**config.mk**
```make
export PLATFORM = sky130hd
export DESIGN_NAME = down_timer_flat
export DESIGN_NICKNAME = d
export VERILOG_FILES = /design/src/rtl/down_timer_if.sv /design/src/rtl/down_timer.sv /design/src/flat_wrapper.sv
export SDC_FILE = /design/constraint.sdc
export NUM_CORES = 1
export LEC_CHECK = 0
export BUFFER_PORTS_ARGS = -buffer_cell sky130_fd_sc_hd__buf_2
export CAP_MARGIN = 10
export CORE_MARGIN = 2
export CORE_UTILIZATION = 52
export CTS_BUF_LIST = sky130_fd_sc_hd__clkbuf_16
export DETAILED_ROUTE_END_ITERATION = 8
export GPL_ROUTABILITY_DRIVEN = 0
export PLACE_DENSITY = 0.82
export SLEW_MARGIN = 30
export SYNTH_ARGS = -nofsm -noshare
export SYNTH_HDL_FRONTEND = slang
export SYNTH_SLANG_ARGS = --single-unit
```
**constraint.sdc**
```tcl
create_clock -name clk50m -period 2.1 [get_ports clk50m]
set_input_delay 0.42 -clock clk50m [delete_from_list [all_inputs] [get_ports clk50m]]
set_output_delay 0.42 -clock clk50m [all_outputs]
set_load 0.05 [all_outputs]
```
**src/rtl/down_timer_if.sv**
```systemverilog
// Control/status bundle for down_timer: load/start/pause/mode in, count/status out.
// Latency: n/a (signal bundle only).
// Backpressure: none; all signals are plain levels/pulses.
`timescale 1ns/1ps
interface down_timer_if #(
  parameter int WIDTH = 8
);
  logic             load;
  logic [WIDTH-1:0] load_val;
  logic             start;
  logic             pause;
  logic             auto_reload;
  logic [WIDTH-1:0] count;
  logic             running;
  logic             done;
  logic             expired;

  // Controller side: drives commands, observes timer status.
  modport master (
    output load, load_val, start, pause, auto_reload,
    input  count, running, done, expired
  );

  // Timer side: consumes commands, drives status.
  modport slave (
    input  load, load_val, start, pause, auto_reload,
    output count, running, done, expired
  );
endinterface

```
**src/rtl/down_timer.sv**
```systemverilog
// Loadable, prescaled down-counter: decrements every TICK_DIV cycles, pulses done at expiry.
// Latency: all outputs registered; first decrement TICK_DIV cycles after entering RUN.
// Backpressure: none; commands act in the cycle they are sampled (load > pause > start).
`timescale 1ns/1ps
module down_timer #(
  parameter int WIDTH    = 8,
  parameter int TICK_DIV = 50000
) (
  input  logic         clk50m,
  input  logic         rst_n,
  down_timer_if.slave  bus
);

  // Prescaler is at least one bit wide so TICK_DIV == 1 still elaborates;
  // in that case it sits at 0 and every RUN cycle is a tick.
  localparam int            PW      = (TICK_DIV > 1) ? $clog2(TICK_DIV) : 1;
  localparam logic [PW-1:0] PRE_MAX = PW'(TICK_DIV - 1);

  typedef enum logic [1:0] {
    S_IDLE    = 2'd0,
    S_RUN     = 2'd1,
    S_PAUSED  = 2'd2,
    S_EXPIRED = 2'd3
  } state_t;

  state_t           r_state;
  state_t           w_state_nxt;
  logic [WIDTH-1:0] r_count;
  logic [WIDTH-1:0] w_count_nxt;
  logic [WIDTH-1:0] r_reload;
  logic [WIDTH-1:0] w_reload_nxt;
  logic [PW-1:0]    r_pre;
  logic [PW-1:0]    w_pre_nxt;
  logic             r_expired;
  logic             w_expired_nxt;
  logic             r_done;
  logic             w_done_nxt;
  logic             r_running;
  logic             w_running_nxt;

  logic             w_count_zero;
  logic             w_reload_zero;
  logic             w_tick;
  logic             w_advance;
  logic             w_expiry;

  assign w_count_zero  = (r_count == '0);
  assign w_reload_zero = (r_reload == '0);
  assign w_tick        = (r_pre == PRE_MAX);
  // Counting proceeds only in RUN with no higher-priority command this cycle.
  assign w_advance     = (r_state == S_RUN) && !bus.load && !bus.pause;
  assign w_expiry      = w_advance && w_tick && (r_count == WIDTH'(1));

  // State register.
  always_ff @(posedge clk50m or negedge rst_n) begin
    if (!rst_n) begin
      r_state <= S_IDLE;
    end else begin
      r_state <= w_state_nxt;
    end
  end

  // Next-state and datapath next values, honouring load > pause > start.
  always_comb begin
    w_state_nxt   = r_state;
    w_count_nxt   = r_count;
    w_reload_nxt  = r_reload;
    w_pre_nxt     = r_pre;
    w_expired_nxt = r_expired;
    if (bus.load) begin
      w_count_nxt   = bus.load_val;
      w_reload_nxt  = bus.load_val;
      w_pre_nxt     = '0;
      w_expired_nxt = 1'b0;
      w_state_nxt   = S_IDLE;
    end else begin
      case (r_state)
        S_IDLE, S_PAUSED: begin
          // A zero count has nothing to time, so start is ignored.
          if (!bus.pause && bus.start && !w_count_zero) begin
            w_state_nxt = S_RUN;
          end
        end
        S_RUN: begin
          if (bus.pause) begin
            w_state_nxt = S_PAUSED;
          end else if (w_tick) begin
            w_pre_nxt = '0;
            if (r_count > WIDTH'(1)) begin
              w_count_nxt = r_count - WIDTH'(1);
            end else if (r_count == WIDTH'(1)) begin
              // auto_reload is only consulted here, at the moment of expiry.
              if (bus.auto_reload && !w_reload_zero) begin
                w_count_nxt = r_reload;
              end else begin
                w_count_nxt   = '0;
                w_expired_nxt = 1'b1;
                w_state_nxt   = S_EXPIRED;
              end
            end
          end else begin
            w_pre_nxt = r_pre + PW'(1);
          end
        end
        S_EXPIRED: begin
          if (!bus.pause && bus.start) begin
            w_count_nxt   = r_reload;
            w_expired_nxt = 1'b0;
            w_pre_nxt     = '0;
            w_state_nxt   = w_reload_zero ? S_IDLE : S_RUN;
          end
        end
        default: w_state_nxt = S_IDLE;
      endcase
    end
  end

  // Output decode from the next state, so registered outputs line up with the state.
  always_comb begin
    w_running_nxt = (w_state_nxt == S_RUN);
    w_done_nxt    = w_expiry;
  end

  // Datapath and registered outputs.
  always_ff @(posedge clk50m or negedge rst_n) begin
    if (!rst_n) begin
      r_count   <= '0;
      r_reload  <= '0;
      r_pre     <= '0;
      r_expired <= 1'b0;
      r_done    <= 1'b0;
      r_running <= 1'b0;
    end else begin
      r_count   <= w_count_nxt;
      r_reload  <= w_reload_nxt;
      r_pre     <= w_pre_nxt;
      r_expired <= w_expired_nxt;
      r_done    <= w_done_nxt;
      r_running <= w_running_nxt;
    end
  end

  assign bus.count   = r_count;
  assign bus.running = r_running;
  assign bus.done    = r_done;
  assign bus.expired = r_expired;

endmodule

```
**src/flat_wrapper.sv**
```systemverilog
// flat-port wrapper written by rule: the top's interface ports become plain ports
module down_timer_flat 
#(
  parameter int WIDTH    = 8,
  parameter int TICK_DIV = 50000
)
  (clk50m, rst_n, bus_load, bus_load_val, bus_start, bus_pause, bus_auto_reload, bus_count, bus_running, bus_done, bus_expired);
  down_timer_if #(.WIDTH(WIDTH)) bus_i ();
  input  logic clk50m;
  input  logic rst_n;
  input wire logic [$bits(bus_i.load)-1:0] bus_load;
  input wire logic [$bits(bus_i.load_val)-1:0] bus_load_val;
  input wire logic [$bits(bus_i.start)-1:0] bus_start;
  input wire logic [$bits(bus_i.pause)-1:0] bus_pause;
  input wire logic [$bits(bus_i.auto_reload)-1:0] bus_auto_reload;
  output wire logic [$bits(bus_i.count)-1:0] bus_count;
  output wire logic [$bits(bus_i.running)-1:0] bus_running;
  output wire logic [$bits(bus_i.done)-1:0] bus_done;
  output wire logic [$bits(bus_i.expired)-1:0] bus_expired;
  assign bus_i.load = bus_load;
  assign bus_i.load_val = bus_load_val;
  assign bus_i.start = bus_start;
  assign bus_i.pause = bus_pause;
  assign bus_i.auto_reload = bus_auto_reload;
  assign bus_count = bus_i.count;
  assign bus_running = bus_i.running;
  assign bus_done = bus_i.done;
  assign bus_expired = bus_i.expired;
  down_timer #(.WIDTH(WIDTH), .TICK_DIV(TICK_DIV)) u_core (.clk50m(clk50m), .rst_n(rst_n), .bus(bus_i));
endmodule
```
==> run metrics, run 1 <==
run status=complete, no violations; flops & latches, synth=37; library cells used by synthesis=48; Arrival @ worst endpoint=2140 ps; Final #Nets=294; post-CTS setup-driven buffer insertion count=0; first-pass detailed-route iteration total=4; TritonCTS clock tree=built; Residual DRC=0; unrepaired setup endpoints after global routing=yes; number of hold violations in the final report=0; cell area after synthesis=0.002152 mm2; Synth Instances=234; static leakage=1.162 nW; post-CTS clock slew at the launch and capture registers of the worst setup and hold paths=50 ps; violation count after the first detailed-route iteration=161; Detailed Route WL=4962 um; total negative slack for setup checks=0 ps; I/O pins=25; Max Fclk=503.1 MHz; synth-to-layout area growth=19.77%; sum of overflow across all layers after global routing=0; PD cells=763.2 mW/mm2; worst slew slack as a fraction of its limit=0.6900; Die Span Y=68.33 um; Max-Cap Viols=0; startpoint of the most critical setup path=u_core.r_pre[5]$_DFFE_PN0P_; buffer type at the clock tree root=clkbuf_16; final clock skew=1.971 ps; post-route minimum period=1988 ps; maximum fanout along the worst path=4; minimum hold slack=173.9 ps; overall power after layout=1.967 mW; Num Clock Sinks=37; share of synthesized flip-flops with an asynchronous set or reset=1.000; number of enable-type register cells in the synthesized netlist=0; deepest level of the CTS H-tree=2; pin count of the biggest net entering global routing=38; wire length of the first global-routing pass=8107 um; Worst R2R Start=u_core.r_pre[5]$_DFFE_PN0P_; total of warnings raised by yosys=0; worst slack at placement=127.6 ps; GRT Util Overall=0.2357; Worst Hold Class=in -> async; number of nets produced by synthesis=252; reg-to-reg slack, setup=110 ps; peak supply drop=0.5677 mV; worst setup path endpoint=u_core.bus.count[6]$_DFFE_PN0P_; Total Die Area=0.004669 mm2; per-cell via count in the routed design=5.791; Post-synth top flop=dfrtp_1; Port Buffers=24; endpoint of the most critical register-to-register path=u_core.bus.count[6]$_DFFE_PN0P_; required time at the endpoint of the critical path=2260 ps; proportion of layout cells with a drive suffix above 1=0.2319; placeable core region=0.004000 mm2; number of buffers created by CTS=5; number of max-slew violations in the final report=0; transition time at the pin with the least slew margin=465.0 ps; number of global-route vias before repair=1,759; floorplan row count=23; Setup Viol. Count Final=0; initial core utilization=0.5380; sequential fraction of the synthesis area=0.4302; Skew-Pair Late Insertion Delay=280 ps; Diodes inserted=0; nature of the critical path endpoint=register; Mapped Avg Cell Area=9.197 um2; Die Span X=68.33 um; placed cell count=319; initial antenna violation count=0; DR WL/cell=15.22 um; Critical Setup Path Class=reg -> reg; number of routed nets with antenna violations=0; Non-Filler Instances=326; CP startpoint kind=register; CTS Buffer Depth=2; worst reg2reg path depth=5; post-detailed-placement half-perimeter wirelength=3641 um; smallest setup slack after layout=112.3 ps; Via Count=1,888; share of the cycle needed by the critical path after routing=0.9465
-- cell families after synthesis --
| family | Yosys count | synth area share |
|---|---|---|
| buffers and inverters | 15 | 0.03023 |
| xor gates and xnor gates | 13 | 0.05291 |
| DFF | 37 | 0.4302 |
| AOI/OAI and AO/OA | 52 | 0.1709 |
| adders and majority gates | 4 | 0.02326 |
| muxes | 5 | 0.02616 |
| and+or+nand+nor | 108 | 0.2663 |
-- power by group --
group,switching (mW),internal (mW),leakage [nW],total (mW)
clock,0.266,0.424,0.0685,0.690
sequential,0.0718,0.768,0.478,0.840
combinational,0.285,0.152,0.616,0.437
total,0.623,1.34,1.16,1.97
-- metal layers --
layer | vias up | share of wire | track usage
met5 | - | 0 | 0
met4 | 0 | 0.029 | 0.1050
met2 | 54 | 0.44 | 0.3532
li1 | 936 | - | -
met1 | 883 | 0.47 | 0.3295
met3 | 15 | 0.056 | 0.04605
-- how the worst min path moves through the flow --
stage | end | slack, ps | depth (start not counted)
final | u_core.r_reload[4]$_DFFE_PN0P_ | 170 | 2
after global placement | u_core.r_reload[5]$_DFFE_PN0P_ | 480 | 2
after floorplan | u_core.bus.count[0]$_DFFE_PN0P_ | 120 | 0
after CTS | u_core.r_reload[5]$_DFFE_PN0P_ | 200 | 2
after global routing | u_core.r_reload[5]$_DFFE_PN0P_ | 220 | 2
after detailed placement | u_core.r_reload[5]$_DFFE_PN0P_ | 500 | 2
-- synthesized netlist by cell type (2+ instances only) --
cell | n | share of area
nand2_1 | 24 | 0.042
dfrtp_1 | 37 | 0.43
nor2b_1 | 5 | 0.015
nand4_1 | 4 | 0.012
o31ai_2 | 2 | 0.012
or4_1 | 3 | 0.010
and3_1 | 4 | 0.012
nor4_1 | 7 | 0.020
o21ai_1 | 9 | 0.021
nor3b_1 | 3 | 0.010
nand3_1 | 7 | 0.016
a21oi_1 | 9 | 0.021
ha_1 | 4 | 0.023
mux2_2 | 5 | 0.026
nor4b_1 | 2 | 0.0081
or4bb_1 | 2 | 0.010
nor2_1 | 29 | 0.051
xnor2_1 | 12 | 0.049
nand2b_1 | 3 | 0.0087
inv_1 | 7 | 0.012
clkbuf_1 | 5 | 0.0087
a211oi_1 | 2 | 0.0070
and2_1 | 3 | 0.0087
nor3_1 | 7 | 0.016
o31ai_1 | 2 | 0.0070
o21ai_0 | 7 | 0.016
a221oi_1 | 4 | 0.016
a21o_1 | 4 | 0.014
a31o_2 | 2 | 0.0081
a31oi_1 | 2 | 0.0058
-- registers in the layout, indices dropped and copies added, names as in the netlist --
name	count
u_core.bus.done	1
u_core.r_reload	8
u_core.bus.expired	1
u_core.r_pre	16
u_core.r_state	2
u_core.bus.running	1
u_core.bus.count	8
-- through the flow --
stage	util	area (um2)
after floorplan	-	2155
after global placement	0.6103	2441
after detailed placement	0.6103	2441
after CTS	0.6434	2574
after global routing	0.6444	2577
final	0.6444	2577
-- cell type report --
cell class | count | area [um2]
Tap cell | 50 | 62.56
Fill cell | 321 | 1423
Timing Repair Buffer | 43 | 262.8
Clock inverter | 2 | 7.507
Inverter | 7 | 26.28
Sequential cell | 37 | 928.4
Multi-Input combinational cell | 182 | 1165
Clock buffer | 5 | 125.1
-- critical path, cell delays in order, from the launching register on --
cell and delay, ps:
dfrtp_1 380, or4bb_1 550, nor4_4 340, a31oi_4 160, a221o_1 290, a2bb2oi_1 150
-- cells in the final DEF (no fill, tap or decap), types with 2 or more instances in the layout --
cell	instances
nand2b_1	3
and3_1	4
nor3_1	7
o31ai_1	2
dfrtp_1	35
dfrtp_2	2
buf_2	24
a211oi_1	2
clkbuf_16	5
nand4_1	4
nor2b_1	5
a21oi_1	8
a31o_2	2
a221oi_1	4
nand2_1	24
nand3_1	7
o21ai_1	9
or4_1	3
nor2_1	29
ha_1	4
nor3b_1	3
inv_1	8
a21o_1	4
xnor2_1	12
or4bb_1	2
buf_4	19
and2_1	3
o21ai_0	7
a31oi_1	2
o31ai_2	2
mux2_2	5
nor4b_1	2
nor4_1	7
-- timing repair --
item,in CTS,in global routing
hold buffers,0,0
hold endpoints to repair,0,0
gates resized for setup,0,1
endpoints found under the setup margin,0,2
No activity file was read; power rests on OpenSTA's default activity.
==> run 2: changes to the inputs <==
- SETUP_SLACK_MARGIN: not set -> 0.4
==> run 2 against run 1 <==
Register-to-register slack worse by 60 ps. Global-route usage grew 3.1 points. Via count increased by 13%. Critical path depth rose by 2. Clock skew is 3.8 ps higher. First-iteration DRC count up 33%. Critical endpoint is now u_core.r_pre[8]$_DFFE_PN0P_.
==> run metrics, run 2 (synthesis gave the netlist of run 1 again) <==
Worst Hold Class=in -> async (unchanged); number of max-slew violations in the final report=0 (unchanged); DR WL/cell=18.29 um (was 15.22 um); Setup Viol. Count Final=0 (unchanged); peak supply drop=0.6548 mV (was 0.5677 mV); share of the cycle needed by the critical path after routing=0.9727 (was 0.9465); final clock skew=5.735 ps (was 1.971 ps); Num Clock Sinks=37 (unchanged); number of flip-flops under the largest register name=16 (unchanged); post-detailed-placement half-perimeter wirelength=3631 um (was 3641 um); transition time at the pin with the least slew margin=481.4 ps (was 465.0 ps); unrepaired setup endpoints after global routing=yes (unchanged); nature of the critical path endpoint=register (unchanged); Max-Cap Viols=0 (unchanged); placed cell count=315 (was 319); Diodes inserted=0 (unchanged); Skew-Pair Late Insertion Delay=290 ps (was 280 ps); number of buffers created by CTS=5 (unchanged); sum of overflow across all layers after global routing=0 (unchanged); Max Fclk=489.5 MHz (was 503.1 MHz); post-route minimum period=2043 ps (was 1988 ps); final cell utilization of the core=0.7229 (was 0.6444); buffer type at the clock tree root=clkbuf_16 (unchanged); violation count after the first detailed-route iteration=214 (was 161); chain of cells forming the critical path=or4bb_4 > nor4_4 > buf_4 > nor2_4 > nor2_2 > buf_6 > nor2_1 (was or4bb_1 > nor4_4 > a31oi_4 > a221o_1 > a2bb2oi_1); number of global-route vias before repair=1,922 (was 1,759); first-pass detailed-route iteration total=5 (was 4); post-cts hold buffer count=0 (unchanged); GRT Util Overall=0.2664 (was 0.2357); initial antenna violation count=0 (unchanged); Total Die Area=0.004669 mm2 (unchanged); Crit path largest cell delay=560 ps (was 550 ps); run status=complete, no violations (unchanged); TritonCTS clock tree=built (unchanged); I/O pins=25 (unchanged); Final #Nets=302 (was 294); total negative slack for setup checks=0 ps (unchanged); post-CTS clock slew at the launch and capture registers of the worst setup and hold paths=60 ps (was 50 ps); reg-to-reg slack, setup=60 ps (was 110 ps); Die Span Y=68.33 um (unchanged); Port Buffers=24 (unchanged); placeable core region=0.004000 mm2 (unchanged); wire length of the first global-routing pass=9011 um (was 8107 um); Critical Setup Path Class=reg -> reg (unchanged); most used cells in the layout excluding fill and tap cells=dfrtp_1 (34), buf_2 (25), nand2_1 (21), nor2_1 (20), buf_4 (20) (was dfrtp_1 (35), nor2_1 (29), nand2_1 (24), buf_2 (24), buf_4 (19)); minimum hold slack=24.00 ps (was 173.9 ps); synth-to-layout area growth=34.36% (was 19.77%); static leakage=1.242 nW (was 1.162 nW); Non-Filler Instances=335 (was 326); register name with the most flops=u_core.r_pre (unchanged); Die Span X=68.33 um (unchanged); maximum fanout along the worst path=12 (was 4); deepest level of the CTS H-tree=2 (unchanged); Via Count=2,133 (was 1,888); floorplan row count=23 (unchanged); Arrival @ worst endpoint=2210 ps (was 2140 ps); Residual DRC=0 (unchanged); required time at the endpoint of the critical path=2270 ps (was 2260 ps); CP max stage cell=or4bb_4 (was or4bb_1); FILL cells=262 (was 321); number of routed nets with antenna violations=0 (unchanged); CP startpoint kind=register (unchanged); Detailed Route WL=6128 um (was 4962 um); pin count of the biggest net entering global routing=19 (was 38); most common cell after layout, fill and taps aside=dfrtp_1 (unchanged); proportion of layout cells with a drive suffix above 1=0.3754 (was 0.2319); number of hold violations in the final report=0 (unchanged); worst slew slack as a fraction of its limit=0.6779 (was 0.6900); CTS Buffer Depth=2 (unchanged); PD cells=811.0 mW/mm2 (was 763.2 mW/mm2); per-cell via count in the routed design=6.367 (was 5.791); initial core utilization=0.5380 (unchanged); placed standard-cell area=0.002439 mm2 (was 0.002441 mm2); final std cell area, no fill=0.002892 mm2 (was 0.002577 mm2)
run 2: final timing paths:
kind                            cells past startpoint                            from                         endpoint
worst max-delay path                                7     u_core.r_pre[5]$_DFFE_PN0P_      u_core.r_pre[8]$_DFFE_PN0P_
worst min-delay path                                1                           rst_n   u_core.r_reload[2]$_DFFE_PN0P_
worst max register to register                      7     u_core.r_pre[5]$_DFFE_PN0P_      u_core.r_pre[8]$_DFFE_PN0P_
worst min register to register                      2  u_core.bus.expired$_DFFE_PN0P_   u_core.bus.expired$_DFFE_PN0P_
max in group asynchronous                           2                           rst_n  u_core.bus.count[1]$_DFFE_PN0P_
min in group clk50m                                 3                 bus_load_val[1]   u_core.r_reload[1]$_DFFE_PN0P_
run 2: final cells by class:
cell class,count,area (um2),area share
Clock inverter,3,65.06,0.02250
Clock buffer,5,125.1,0.04327
Timing Repair Buffer,51,342.8,0.1186
Multi-Input combinational cell,182,1340,0.4634
Sequential cell,37,929.6,0.3215
Tap cell,50,62.56,0.02164
Inverter,7,26.28,0.009087
run 2: worst max-delay path: cells and delay by family, from the launching register on:
family	cells	cell delay, ps
buf+inv	2	420
flops	1	380
simple gates	5	1130
run 2: report_power, final:
part / internal, mW / switching, mW
sequential: 0.768 / 0.0935
combinational: 0.185 / 0.329
clock: 0.678 / 0.292
run 2: routing by layer:
metal,share of wire,GRT usage
met1,0.42,0.3344
met2,0.50,0.4490
met3,0.073,0.06250
met4,0.015,0.09000
met5,0,0
run 2: through the flow:
stage,total power [mW],setup WS (ps)
global placement,1.279,128.7
detailed placement,1.284,89.12
floorplan,1.155,96.12
global route,2.423,7.913
finish,2.345,57.24
CTS,2.277,115.2
run 2: repair_timing:
action,in CTS,in global routing
setup buffers,6,5
endpoints found under the hold margin,0,0
gates cloned,0,1
setup endpoints to repair,28,28
pin swaps,4,7
resized for setup,15,28
